===== src/rtl/ant_table_arbiter_pkg.sv =====
// ============================================================================
// Package     : ant_pkg
// Description : Shared sizes, one-hot output constants and the table access
//               record used by the ant routing table arbiter slice.
// Revision    : 1.0 - initial release
// ============================================================================
`default_nettype none

package ant_pkg;

  // Port / table geometry
  localparam int N_PORTS = 5;                 // requesting input ports
  localparam int M_OUT   = 5;                 // one-hot output request width
  localparam int NODES   = 64;                // 8x8 mesh, index = y*8+x
  localparam int DEST_W  = $clog2(NODES);     // destination index width

  // One-hot output directions returned by the routing table
  localparam logic [M_OUT-1:0] OUT_LOCAL = 5'b10000;
  localparam logic [M_OUT-1:0] OUT_N     = 5'b01000;
  localparam logic [M_OUT-1:0] OUT_E     = 5'b00100;
  localparam logic [M_OUT-1:0] OUT_S     = 5'b00010;
  localparam logic [M_OUT-1:0] OUT_W     = 5'b00001;

  // One table access as it travels through the issue stage
  typedef struct packed {
    logic                update;
    logic [DEST_W-1:0]   dest;
    logic [N_PORTS-1:0]  parent;
  } tbl_access_t;

  // Updates are acknowledged without data; calculates return the table vector.
  function automatic logic [M_OUT-1:0] rsp_payload(input logic             upd,
                                                   input logic [M_OUT-1:0] vec);
    return upd ? '0 : vec;
  endfunction

endpackage

`default_nettype wire


===== src/rtl/ant_table_arbiter_if.sv =====
// ============================================================================
// Interface   : ant_table_arbiter_if
// Description : Per-port request/response bundle between the agent's routing
//               logic (master) and the table arbiter (slave).
//   i_req_val          per-port request valid, held until accepted
//   i_req_update       1 = pheromone update, 0 = calculate neighbour
//   i_req_dest         per-port destination index
//   o_req_rdy          one-hot grant
//   o_rsp_val          one-cycle response strobe
//   o_rsp_next_output  per-port table result
// Revision    : 1.0 - initial release
// ============================================================================
`default_nettype none

interface ant_table_arbiter_if;
  import ant_pkg::*;

  logic [N_PORTS-1:0]             i_req_val;
  logic [N_PORTS-1:0]             i_req_update;
  logic [N_PORTS-1:0][DEST_W-1:0] i_req_dest;
  logic [N_PORTS-1:0]             o_req_rdy;
  logic [N_PORTS-1:0]             o_rsp_val;
  logic [N_PORTS-1:0][M_OUT-1:0]  o_rsp_next_output;

  modport master (
    output i_req_val, i_req_update, i_req_dest,
    input  o_req_rdy, o_rsp_val, o_rsp_next_output
  );

  modport slave (
    input  i_req_val, i_req_update, i_req_dest,
    output o_req_rdy, o_rsp_val, o_rsp_next_output
  );

endinterface

`default_nettype wire


===== src/rtl/ant_rr_arbiter.sv =====
// ============================================================================
// Module      : ant_rr_arbiter
// Description : Combinational N-way round-robin arbiter. Scans the masked
//               requests starting at ptr_i and wrapping N-1 -> 0; the first
//               active request wins.
//   req_i    request vector
//   mask_i   request qualifier (1 = eligible)
//   ptr_i    highest-priority index for this cycle
//   grant_o  one-hot grant (zero when nothing eligible)
//   idx_o    binary index of the winner
//   valid_o  a grant was issued
// Revision    : 1.0 - initial release
// ============================================================================
`default_nettype none

module ant_rr_arbiter #(
  parameter int N  = 5,
  parameter int PW = (N > 1) ? $clog2(N) : 1
) (
  input  logic [N-1:0]  req_i,
  input  logic [N-1:0]  mask_i,
  input  logic [PW-1:0] ptr_i,
  output logic [N-1:0]  grant_o,
  output logic [PW-1:0] idx_o,
  output logic          valid_o
);

  logic [N-1:0]  w_req;
  logic [PW-1:0] w_cand;
  logic          w_found;

  assign w_req = req_i & mask_i;

  always_comb begin
    grant_o = '0;
    idx_o   = '0;
    w_cand  = '0;
    w_found = 1'b0;
    for (int k = 0; k < N; k++) begin
      w_cand = PW'((int'(ptr_i) + k) % N);
      if (!w_found && w_req[w_cand]) begin
        grant_o[w_cand] = 1'b1;
        idx_o           = w_cand;
        w_found         = 1'b1;
      end
    end
    valid_o = w_found;
  end

endmodule

`default_nettype wire


===== src/rtl/ant_table_arbiter.sv =====
// ============================================================================
// Module      : ant_table_arbiter
// Description : Shares the single ant routing table between N_PORTS
//               requesters. One access accepted per cycle (round-robin),
//               issued to the table the next cycle, response returned to the
//               originating port two cycles after acceptance.
//   clk / reset                clock, asynchronous active-high reset
//   req_if (slave)             per-port request/response bundle
//   o_tbl_update               table i_update
//   o_tbl_calculate_neighbor   table i_calculate_neighbor
//   o_tbl_dest                 table i_dest
//   o_tbl_parent               table i_parent (one-hot issuing port)
//   i_tbl_next_output          table o_next_output
//   o_busy                     request pending or in flight
// Build option: define UPDATE_PRIORITY_EN to arbitrate pending pheromone
//               updates ahead of calculate requests.
// Revision    : 1.0 - initial release
// ============================================================================
`default_nettype none

module ant_table_arbiter
  import ant_pkg::*;
(
  input  logic                  clk,
  input  logic                  reset,
  ant_table_arbiter_if.slave    req_if,
  output logic                  o_tbl_update,
  output logic                  o_tbl_calculate_neighbor,
  output logic [DEST_W-1:0]     o_tbl_dest,
  output logic [N_PORTS-1:0]    o_tbl_parent,
  input  logic [M_OUT-1:0]      i_tbl_next_output,
  output logic                  o_busy
);

  localparam int PW = (N_PORTS > 1) ? $clog2(N_PORTS) : 1;

  logic [PW-1:0]      rr_ptr_q, rr_ptr_d;
  logic               issue_val_q;
  tbl_access_t        issue_q;
  logic               rsp_val_q;
  logic [N_PORTS-1:0] rsp_port_q;
  logic [M_OUT-1:0]   rsp_data_q;

  logic [N_PORTS-1:0] w_grant;
  logic [PW-1:0]      w_idx;
  logic               w_any;
  tbl_access_t        w_issue_d;

  // --------------------------------------------------------------------------
  // Arbitration
  // --------------------------------------------------------------------------
`ifdef UPDATE_PRIORITY_EN
  logic [N_PORTS-1:0] w_upd_grant, w_cal_grant;
  logic [PW-1:0]      w_upd_idx, w_cal_idx;
  logic               w_upd_any, w_cal_any;

  ant_rr_arbiter #(.N(N_PORTS), .PW(PW)) u_arb_upd (
    .req_i   (req_if.i_req_val),
    .mask_i  (req_if.i_req_update),
    .ptr_i   (rr_ptr_q),
    .grant_o (w_upd_grant),
    .idx_o   (w_upd_idx),
    .valid_o (w_upd_any)
  );

  ant_rr_arbiter #(.N(N_PORTS), .PW(PW)) u_arb_cal (
    .req_i   (req_if.i_req_val),
    .mask_i  (~req_if.i_req_update),
    .ptr_i   (rr_ptr_q),
    .grant_o (w_cal_grant),
    .idx_o   (w_cal_idx),
    .valid_o (w_cal_any)
  );

  // Any eligible update shadows every calculate this cycle.
  assign w_grant = w_upd_any ? w_upd_grant : w_cal_grant;
  assign w_idx   = w_upd_any ? w_upd_idx   : w_cal_idx;
  assign w_any   = w_upd_any | w_cal_any;
`else
  ant_rr_arbiter #(.N(N_PORTS), .PW(PW)) u_arb (
    .req_i   (req_if.i_req_val),
    .mask_i  ({N_PORTS{1'b1}}),
    .ptr_i   (rr_ptr_q),
    .grant_o (w_grant),
    .idx_o   (w_idx),
    .valid_o (w_any)
  );
`endif

  // Pointer moves just past the winner; holds when nothing is accepted.
  always_comb begin
    rr_ptr_d = rr_ptr_q;
    if (w_any) begin
      rr_ptr_d = (w_idx == PW'(N_PORTS - 1)) ? '0 : w_idx + PW'(1);
    end
  end

  always_comb begin
    w_issue_d = '0;
    if (w_any) begin
      w_issue_d.update = req_if.i_req_update[w_idx];
      w_issue_d.dest   = req_if.i_req_dest[w_idx];
      w_issue_d.parent = w_grant;
    end
  end

  // --------------------------------------------------------------------------
  // Issue and response pipeline
  // --------------------------------------------------------------------------
  always_ff @(posedge clk or posedge reset) begin
    if (reset) begin
      rr_ptr_q    <= '0;
      issue_val_q <= 1'b0;
      issue_q     <= '0;
      rsp_val_q   <= 1'b0;
      rsp_port_q  <= '0;
      rsp_data_q  <= '0;
    end else begin
      rr_ptr_q    <= rr_ptr_d;
      issue_val_q <= w_any;
      issue_q     <= w_issue_d;
      rsp_val_q   <= issue_val_q;
      rsp_port_q  <= issue_val_q ? issue_q.parent : '0;
      rsp_data_q  <= issue_val_q ? rsp_payload(issue_q.update, i_tbl_next_output) : '0;
    end
  end

  // --------------------------------------------------------------------------
  // Outputs
  // --------------------------------------------------------------------------
  logic [N_PORTS-1:0][M_OUT-1:0] w_rsp_next;

  always_comb begin
    w_rsp_next = '0;
    for (int p = 0; p < N_PORTS; p++) begin
      if (rsp_val_q && rsp_port_q[p]) begin
        w_rsp_next[p] = rsp_data_q;
      end
    end
  end

  // Grant and busy are combinational from the request lines, so they are
  // forced low while reset is asserted to keep every output at zero.
  assign req_if.o_req_rdy         = reset ? '0 : w_grant;
  assign req_if.o_rsp_val         = rsp_val_q ? rsp_port_q : '0;
  assign req_if.o_rsp_next_output = w_rsp_next;

  assign o_tbl_update             = issue_val_q &  issue_q.update;
  assign o_tbl_calculate_neighbor = issue_val_q & ~issue_q.update;
  assign o_tbl_dest               = issue_val_q ? issue_q.dest   : '0;
  assign o_tbl_parent             = issue_val_q ? issue_q.parent : '0;

  assign o_busy = ~reset & ((|req_if.i_req_val) | issue_val_q | rsp_val_q);

endmodule

`default_nettype wire


===== src/flat_wrapper.sv =====
// flat-port wrapper written by rule: the top's interface ports become plain ports
module ant_table_arbiter_flat import ant_pkg::*;
  (clk, reset, o_tbl_update, o_tbl_calculate_neighbor, o_tbl_dest, o_tbl_parent, i_tbl_next_output, o_busy, req_if_i_req_val, req_if_i_req_update, req_if_i_req_dest, req_if_o_req_rdy, req_if_o_rsp_val, req_if_o_rsp_next_output);
  ant_table_arbiter_if req_if_i ();
  input  logic clk;
  input  logic reset;
  output logic o_tbl_update;
  output logic o_tbl_calculate_neighbor;
  output logic [DEST_W-1:0] o_tbl_dest;
  output logic [N_PORTS-1:0] o_tbl_parent;
  input  logic [M_OUT-1:0] i_tbl_next_output;
  output logic o_busy;
  input wire logic [$bits(req_if_i.i_req_val)-1:0] req_if_i_req_val;
  input wire logic [$bits(req_if_i.i_req_update)-1:0] req_if_i_req_update;
  input wire logic [$bits(req_if_i.i_req_dest)-1:0] req_if_i_req_dest;
  output wire logic [$bits(req_if_i.o_req_rdy)-1:0] req_if_o_req_rdy;
  output wire logic [$bits(req_if_i.o_rsp_val)-1:0] req_if_o_rsp_val;
  output wire logic [$bits(req_if_i.o_rsp_next_output)-1:0] req_if_o_rsp_next_output;
  assign req_if_i.i_req_val = req_if_i_req_val;
  assign req_if_i.i_req_update = req_if_i_req_update;
  assign req_if_i.i_req_dest = req_if_i_req_dest;
  assign req_if_o_req_rdy = req_if_i.o_req_rdy;
  assign req_if_o_rsp_val = req_if_i.o_rsp_val;
  assign req_if_o_rsp_next_output = req_if_i.o_rsp_next_output;
  ant_table_arbiter u_core (.clk(clk), .reset(reset), .req_if(req_if_i), .o_tbl_update(o_tbl_update), .o_tbl_calculate_neighbor(o_tbl_calculate_neighbor), .o_tbl_dest(o_tbl_dest), .o_tbl_parent(o_tbl_parent), .i_tbl_next_output(i_tbl_next_output), .o_busy(o_busy));
endmodule

===== config.mk =====
export PLATFORM = sky130hd
export DESIGN_NAME = ant_table_arbiter_flat
export DESIGN_NICKNAME = d
export VERILOG_FILES = /design/src/rtl/ant_table_arbiter_pkg.sv /design/src/rtl/ant_table_arbiter_if.sv /design/src/rtl/ant_rr_arbiter.sv /design/src/rtl/ant_table_arbiter.sv /design/src/flat_wrapper.sv
export SDC_FILE = /design/constraint.sdc
export NUM_CORES = 1
export LEC_CHECK = 0
export CAP_MARGIN = 25
export CORE_AREA = 10 10 113 115
export DETAILED_ROUTE_END_ITERATION = 12
export DIE_AREA = 0 0 123 125
export HOLD_SLACK_MARGIN = 0.08
export PLACE_DENSITY = 0.6
export SYNTH_ARGS = -nofsm -noshare
export SYNTH_HDL_FRONTEND = slang
export SYNTH_HIERARCHICAL = 1
export SYNTH_SLANG_ARGS = --single-unit

===== constraint.sdc =====
create_clock -name clk -period 15.88 [get_ports clk]
set_clock_uncertainty 0.2 [all_clocks]
set_input_delay 2.382 -clock clk [delete_from_list [all_inputs] [get_ports clk]]
set_output_delay 2.382 -clock clk [all_outputs]
set_load 0.01 [all_outputs]

==> metrics.md <==
| Metric | Value |
|---|---|
| TritonCTS buffer count | 3 |
| CP endpoint kind | output port |
| Final Hold Fails | 0 |
| Number of library cell types mapped by synthesis | 93 |
| Xor/xnor share of the synthesized area | 2.625% |
| I/O pins | 96 |
| Clock-pin slew on the worst setup and hold paths | 0.08 ns |
| Nets | 603 |
| Antenna Cells | 0 |
| Worst slew pin tran | 0.8327 ns |
| Vias/cell | 5.473 |
| TNS Setup | 0 ns |
| Max Fclk | 122.3 MHz |
| CP arrival | 5.59 ns |
| Synth Area in Adders | 6.650% |
| Initial antenna violation count | 0 |
| Die Area | 15,380 µm² |
| Initial drt markers | 280 |
| Post-synthesis register bit count | 27 |
| Chip Width | 123 µm |
| Main combinational cell family by area after synthesis | simple AND/OR/NAND/NOR gates |
| Pin count of the biggest net entering global routing | 32 |
| Layout cells sized above 1 | 9.328% |
| H-tree depth | 1 |
| FILL cells | 1,059 |
| Most common cell after layout, fill and taps aside | clkdlybuf4s50_1 |
| Req. time, crit path | 13.30 ns |
| DR vias | 3,700 |
| Final period utilization | 51.48% |
| Unrepaired setup endpoints after global routing | false |
| Postcts setup bufs | 0 |
| Max transition margin | 44.48% |
| CTS tree | built |
| Initial Utilization | 33.71% |
| CTS Sinks | 27 |
| Class of the worst hold path | register to register |
| Crit path time final | 8.176 ns |
| Multiplexer area fraction after synthesis | 5.390% |
| Maximum clock insertion buffer count | 2 |
| Max Slew Vio Count | 0 |
| Crit-path max FO | 7 |
| Simple-gate portion of the synthesized area | 31.99% |
| First-pass GRT wire length | 18,640 µm |
| CTS root buf | clkbuf_8 |
| Port Buffer Count | 95 |
| Residual DRC | 0 |
| EDFF count, synth | 0 |
| Gpl congestion | 0.8896 |
| Detail Route Antenna Nets | 0 |
| Ys flop type | dfrtp_1 |
| Most frequent cells in the layout | clkdlybuf4s50_1, nand2_1, nor2_1, and2_1, and3_1 |
| Clk_lat worst skew | 0.27 ns |
| # hold bufs at CTS | 0 |
| Critical path class | input port to output port |
| Routed WL | 11,720 µm |
| Status | completed |
| Post-Syn Area | 3575 µm² |
| Detailed Routing Iterations Pass 1 | 6 |
| Routed WL per cell | 17.34 µm |
| Complex-gate fraction of the synthesized area | 27.90% |
| Post-synthesis sequential area ratio | 18.90% |
| Area of the core | 10,600 µm² |
| Crit start category | input port |
| Die Ht | 125 µm |
| Syn. warnings | 6 |
| Post-Synthesis Cells | 444 |
| Area Growth Syn to Fin | 31.08% |
| FP Rows | 38 |
| Vias in the first global route | 3,464 |
| DP Wirelength | 9362 µm |
| Grt ovf | 0 |
| CTS resizes | 0 |
| Max_cap viols | 0 |
| Post-Syn Area per Cell | 8.051 µm² |
| Final setup violation count | 0 |
| Post-synth ARST share | 100.0% |
| Global-route usage over all layers | 14.51% |
[layer usage]
| metal | track usage, % | routed length, µm |
|---|---|---|
| met4 | 2.056 | 112 |
| met3 | 2.250 | 634 |
| met5 | 0 | 0 |
| met2 | 25.94 | 6073 |
| met1 | 18.10 | 4903 |
[final cells by class]
class / count / area (µm²) / share of cell area, %
Multi-Input combinational cell: 384 / 2710 / 57.84
Timing Repair Buffer: 101 / 1003 / 21.42
Clock buffer: 3 / 41.29 / 0.8812
Tap cell: 140 / 175.2 / 3.738
Sequential cell: 27 / 675.6 / 14.42
Inverter: 20 / 75.07 / 1.602
Clock inverter: 1 / 5.005 / 0.1068
[path summary, 6_finish.rpt]
check | start | to | slack (ns) | cells past startpoint
worst max-delay path | req_if_i_req_val[4] | req_if_o_req_rdy[1] | 7.70 | 11
worst min-delay path | u_core/issue_q[4] | u_core/rsp_port_q[4] | 0.29 | 1
worst max register to register | u_core/rr_ptr_q[0] | u_core/issue_q[10] | 10.12 | 20
worst min register to register | u_core/issue_q[4] | u_core/rsp_port_q[4] | 0.29 | 1
max in group asynchronous | reset | u_core/rsp_val_q | 12.57 | 3
min in group asynchronous | reset | u_core/issue_q[11] | 2.43 | 2
[through the flow]
stage	utilization, %	instances	hold slack (ns)	setup slack (ns)	cell area (µm²)
2_1_floorplan	-	455	0.2102	9.017	3616
3_3_place_gp	43.62	671	0.2671	7.807	4624
3_5_place_dp	43.62	671	0.2686	7.747	4624
4_1_cts	44.05	675	0.2889	7.741	4671
5_1_grt	44.19	676	0.3224	7.399	4686
6_report	44.19	676	0.2879	7.704	4686
[synthesized netlist by cell type, types with 4 or more instances]
master	instances	area share, %
mux2_4	4	1.7
nand2_1	38	4.0
buf_2	6	0.84
nor3b_1	4	0.84
nand3_1	9	1.3
and2_2	4	0.84
nand4_1	5	0.88
ha_1	19	6.7
o21ai_0	19	2.7
a211oi_1	6	1.3
clkbuf_1	9	0.94
buf_6	4	1.3
mux2_1	7	2.2
a22oi_1	7	1.5
nor2_1	34	3.6
a21oi_1	17	2.4
and2_1	30	5.3
dfrtp_1	27	19
xnor2_1	4	0.98
o21a_1	4	0.84
nor2b_1	13	2.3
and3_1	29	5.1
o221ai_1	6	1.5
nor3_1	7	0.98
a221oi_1	5	1.2
o211ai_1	10	2.1
inv_1	18	1.9
[worst max-delay path, stage by stage]
cell and delay [ns]:
clkdlybuf4s50_1 0.47, and3_1 0.19, o311ai_0 0.30, a222oi_1 0.22, nor2_2 0.33, o2111ai_4 0.24
a311oi_4 0.34, nand2_2 0.14, o211ai_1 0.27, nor2b_1 0.17, clkdlybuf4s50_1 0.56
[sequential cells by signal, indices dropped and copies added (netlist names)]
name	flops
u_core/issue_val_q	1
u_core/rsp_port_q	5
u_core/rr_ptr_q	3
u_core/rsp_val_q	1
u_core/rsp_data_q	5
u_core/issue_q	12
[kinds of logic after synthesis]
kind of cell / Yosys count
AND/OR/NAND/NOR: 204
XOR/XNOR: 9
buffers and inverters: 44
multiplexers: 16
adder cells (fa/ha/maj): 19
flip-flops: 27
other: 1
AO/OA/AOI/OAI: 124
Power is left out: the tool's default activity adds up to more than one toggle a clock period on the data nets, which glitch-free logic cannot reach.
==> edit (config.mk and constraints unchanged) <==
Build with the macro `UPDATE_PRIORITY_EN` defined.
--- a/src/rtl/ant_table_arbiter.sv
+++ b/src/rtl/ant_table_arbiter.sv
@@ -18,4 +18,6 @@
 // ============================================================================
 `default_nettype none
+
+`define UPDATE_PRIORITY_EN
 
 module ant_table_arbiter
Formal check against the unedited RTL: not equivalent (Yosys sat finds a counterexample within 4 cycles, from zero or initial values and one cycle with reset high).
==> edit against the original RTL <==
  * Cell area up 36%
  * Die area unchanged
  * Core utilization up 16 points
  * Sequential cell count unchanged
  * Final cell count up 36%
  * First-iteration DRC count up 56%
  * Register-to-register slack worse by 1.6 ns
  * Routed wire length up 53%
  * Area after synthesis up 49%
  * Setup slack worse by 1.2 ns
Power is left out: the tool's default activity adds up to more than one toggle a clock period on the data nets, which glitch-free logic cannot reach.
==> edit: results (changes against the original RTL) <==
[outcome]
status = completed

[final_layout]
drive_gt1_frac = 0.0641  ; -0.0292
nets = 876  ; +45%
num_antenna_cells = 0  ; unchanged
nFillCells = 966  ; -8.8%
stdcell_count = 920  ; +36%
largestRegisters = u_core/issue_q: 12 flops, u_core/rsp_data_q: 5 flops, u_core/rsp_port_q: 5 flops

[clock_tree]
clock_path_buffers = 2  ; unchanged
cts_made_buffers = 3  ; unchanged
clk_pin_slew_ns = 0.11  ; +0.03 ns
cts_root_buf = clkbuf_8
cts_htree_levels = 1  ; unchanged
clock_latency_ns = 0.28
cts_resized = 0  ; unchanged

[synthesis]
yosys_warnings = 6  ; unchanged
ys_async_sr_fraction = 1.00  ; unchanged
yosysSeqAreaShare = 0.127  ; -0.0624
synthDistinctLibCells = 94  ; +1.1%
syn-num-nets = 805
syn_area_per_cell_um2 = 7.51  ; -6.7%
synth_ff_type = dfrtp_1
yosys-top-cells-area = dfrtp_1 (13%), ha_1 (11%), nand2_1 (5.1%)
synth_commonest_cells = nand2_1 (72), a21oi_1 (49), nor2_1 (49), ha_1 (46), inv_1 (40)

[critical_path]
critPathArrivalTime_ns = 6.79  ; +1.20 ns
regToRegSetupSlack_ns = 8.49  ; -1.63 ns
cp_max_fo = 55  ; +48
r2r-end = u_core/issue_q[11]
critPathLaunch = u_core/rr_ptr_q[0]
max_stage_delay_ns = 0.64  ; +0.08 ns
crit_end = req_if_o_req_rdy[1]
r2r_cells = 21  ; +5.0%
crit_path_top_delay_cell = ha_1

[global_routing]
grtUsageTotal = 0.221  ; +0.0757
grt_pass1_vias = 5387  ; +56%
grt_antenna_before_repair = 0  ; unchanged
grt_start_max_net_pins = 56  ; +75%
grt_first_pass_wirelength_mm = 28.4  ; +52%

[route]
wl_met2_mm = 9.21  ; +52%
drt_iter0_drc = 437  ; +56%
totalWireLength_mm = 17.9  ; +53%
met3_length_mm = 1.00  ; +58%
via_count = 5739  ; +55%
top_layer = met4
drt-pass1-iter-count = 5  ; -1
met1_length_mm = 7.27  ; +48%

[timing]
setup_viol = 0  ; unchanged
tightest_slew_ns = 0.923  ; +0.0899 ns

[place]
hpwlAfterDp_mm = 14.3  ; +52%
port_buffers = 95  ; unchanged
gp_congestion = 0.989  ; +11%

==> edit: cell types whose count changed in the layout (fill, tap and decap cells not counted), sizes merged, moves of 7 or more <==
| cell | unedited run | this run |
|---|---|---|
| mux2i | 2 | 22 |
| nor3 | 8 | 15 |
| nand2b | 4 | 11 |
| nand2 | 39 | 72 |
| ha | 19 | 46 |
| nand3 | 9 | 18 |
| xnor2 | 6 | 17 |
| conb | 12 | 0 |
| o21ai | 19 | 33 |
| nor2 | 35 | 49 |
| inv | 20 | 45 |
| a211o | 1 | 15 |
| a21oi | 18 | 50 |
==> edit: how the worst min path moves through the flow <==
| stage | depth (start not counted) | start | endpoint |
|---|---|---|---|
| 6_report | 1 | u_core/issue_q[0] | u_core/rsp_port_q[0] |
| 5_1_grt | 1 | u_core/issue_q[0] | u_core/rsp_port_q[0] |
| 4_1_cts | 1 | u_core/issue_q[0] | u_core/rsp_port_q[0] |
| 3_5_place_dp | 1 | u_core/issue_q[0] | u_core/rsp_port_q[0] |
| 3_3_place_gp | 1 | u_core/issue_q[1] | u_core/rsp_port_q[1] |
| 2_1_floorplan | 0 | u_core/issue_val_q | u_core/rsp_val_q |
==> edit: stage by stage <==
stage | hold WS [ns] | setup WS, ns | cell area [um2]
after floorplan | 0.210 | 8.07 | 5340
final | 0.288 | 6.51 | 6370
after CTS | 0.289 | 6.63 | 6370
after detailed placement | 0.268 | 6.98 | 6330
after global placement | 0.266 | 7.19 | 6310
after global routing | 0.311 | 6.03 | 6370
==> edit: cell type report <==
| type | instances | share of cell area |
|---|---|---|
| flip-flops and latches | 27 | 0.106 |
| repair buffers | 98 | 0.154 |
| clock inverters | 1 | 0.00118 |
| well taps | 140 | 0.0275 |
| multi-input cells | 606 | 0.678 |
| inverters | 45 | 0.0269 |
| clock buffers | 3 | 0.00648 |
==> edit: logic make-up (layout without fill, tap and decap cells) <==
| family | after synthesis | after routing | share of synthesized area |
|---|---|---|---|
| simple gates | 286 | 286 | 0.286 |
| compound gates | 219 | 219 | 0.299 |
| buf+inv | 77 | 147 | 0.0633 |
| fa+ha+maj | 48 | 48 | 0.115 |
| mux | 33 | 33 | 0.0689 |
| flops | 27 | 27 | 0.127 |
| xor+xnor | 20 | 20 | 0.0406 |
==> edit: critical path: cells and delay by family, from the launching register on <==
kind	cells	cell delay [ns]
flip-flops	1	0.36
adder cells (fa/ha/maj)	3	1.19
AND/OR/NAND/NOR	5	1.54
XOR/XNOR	2	0.69
buffers and inverters	4	1.54
AO/OA/AOI/OAI	4	0.66
multiplexers	2	0.49
==> edit: metal layers <==
| metal | track usage | vias up |
|---|---|---|
| met5 | 0 | - |
| met4 | 0.0535 | 0 |
| met3 | 0.0311 | 32 |
| met2 | 0.401 | 200 |
| met1 | 0.264 | 2724 |
| li1 | - | 2783 |
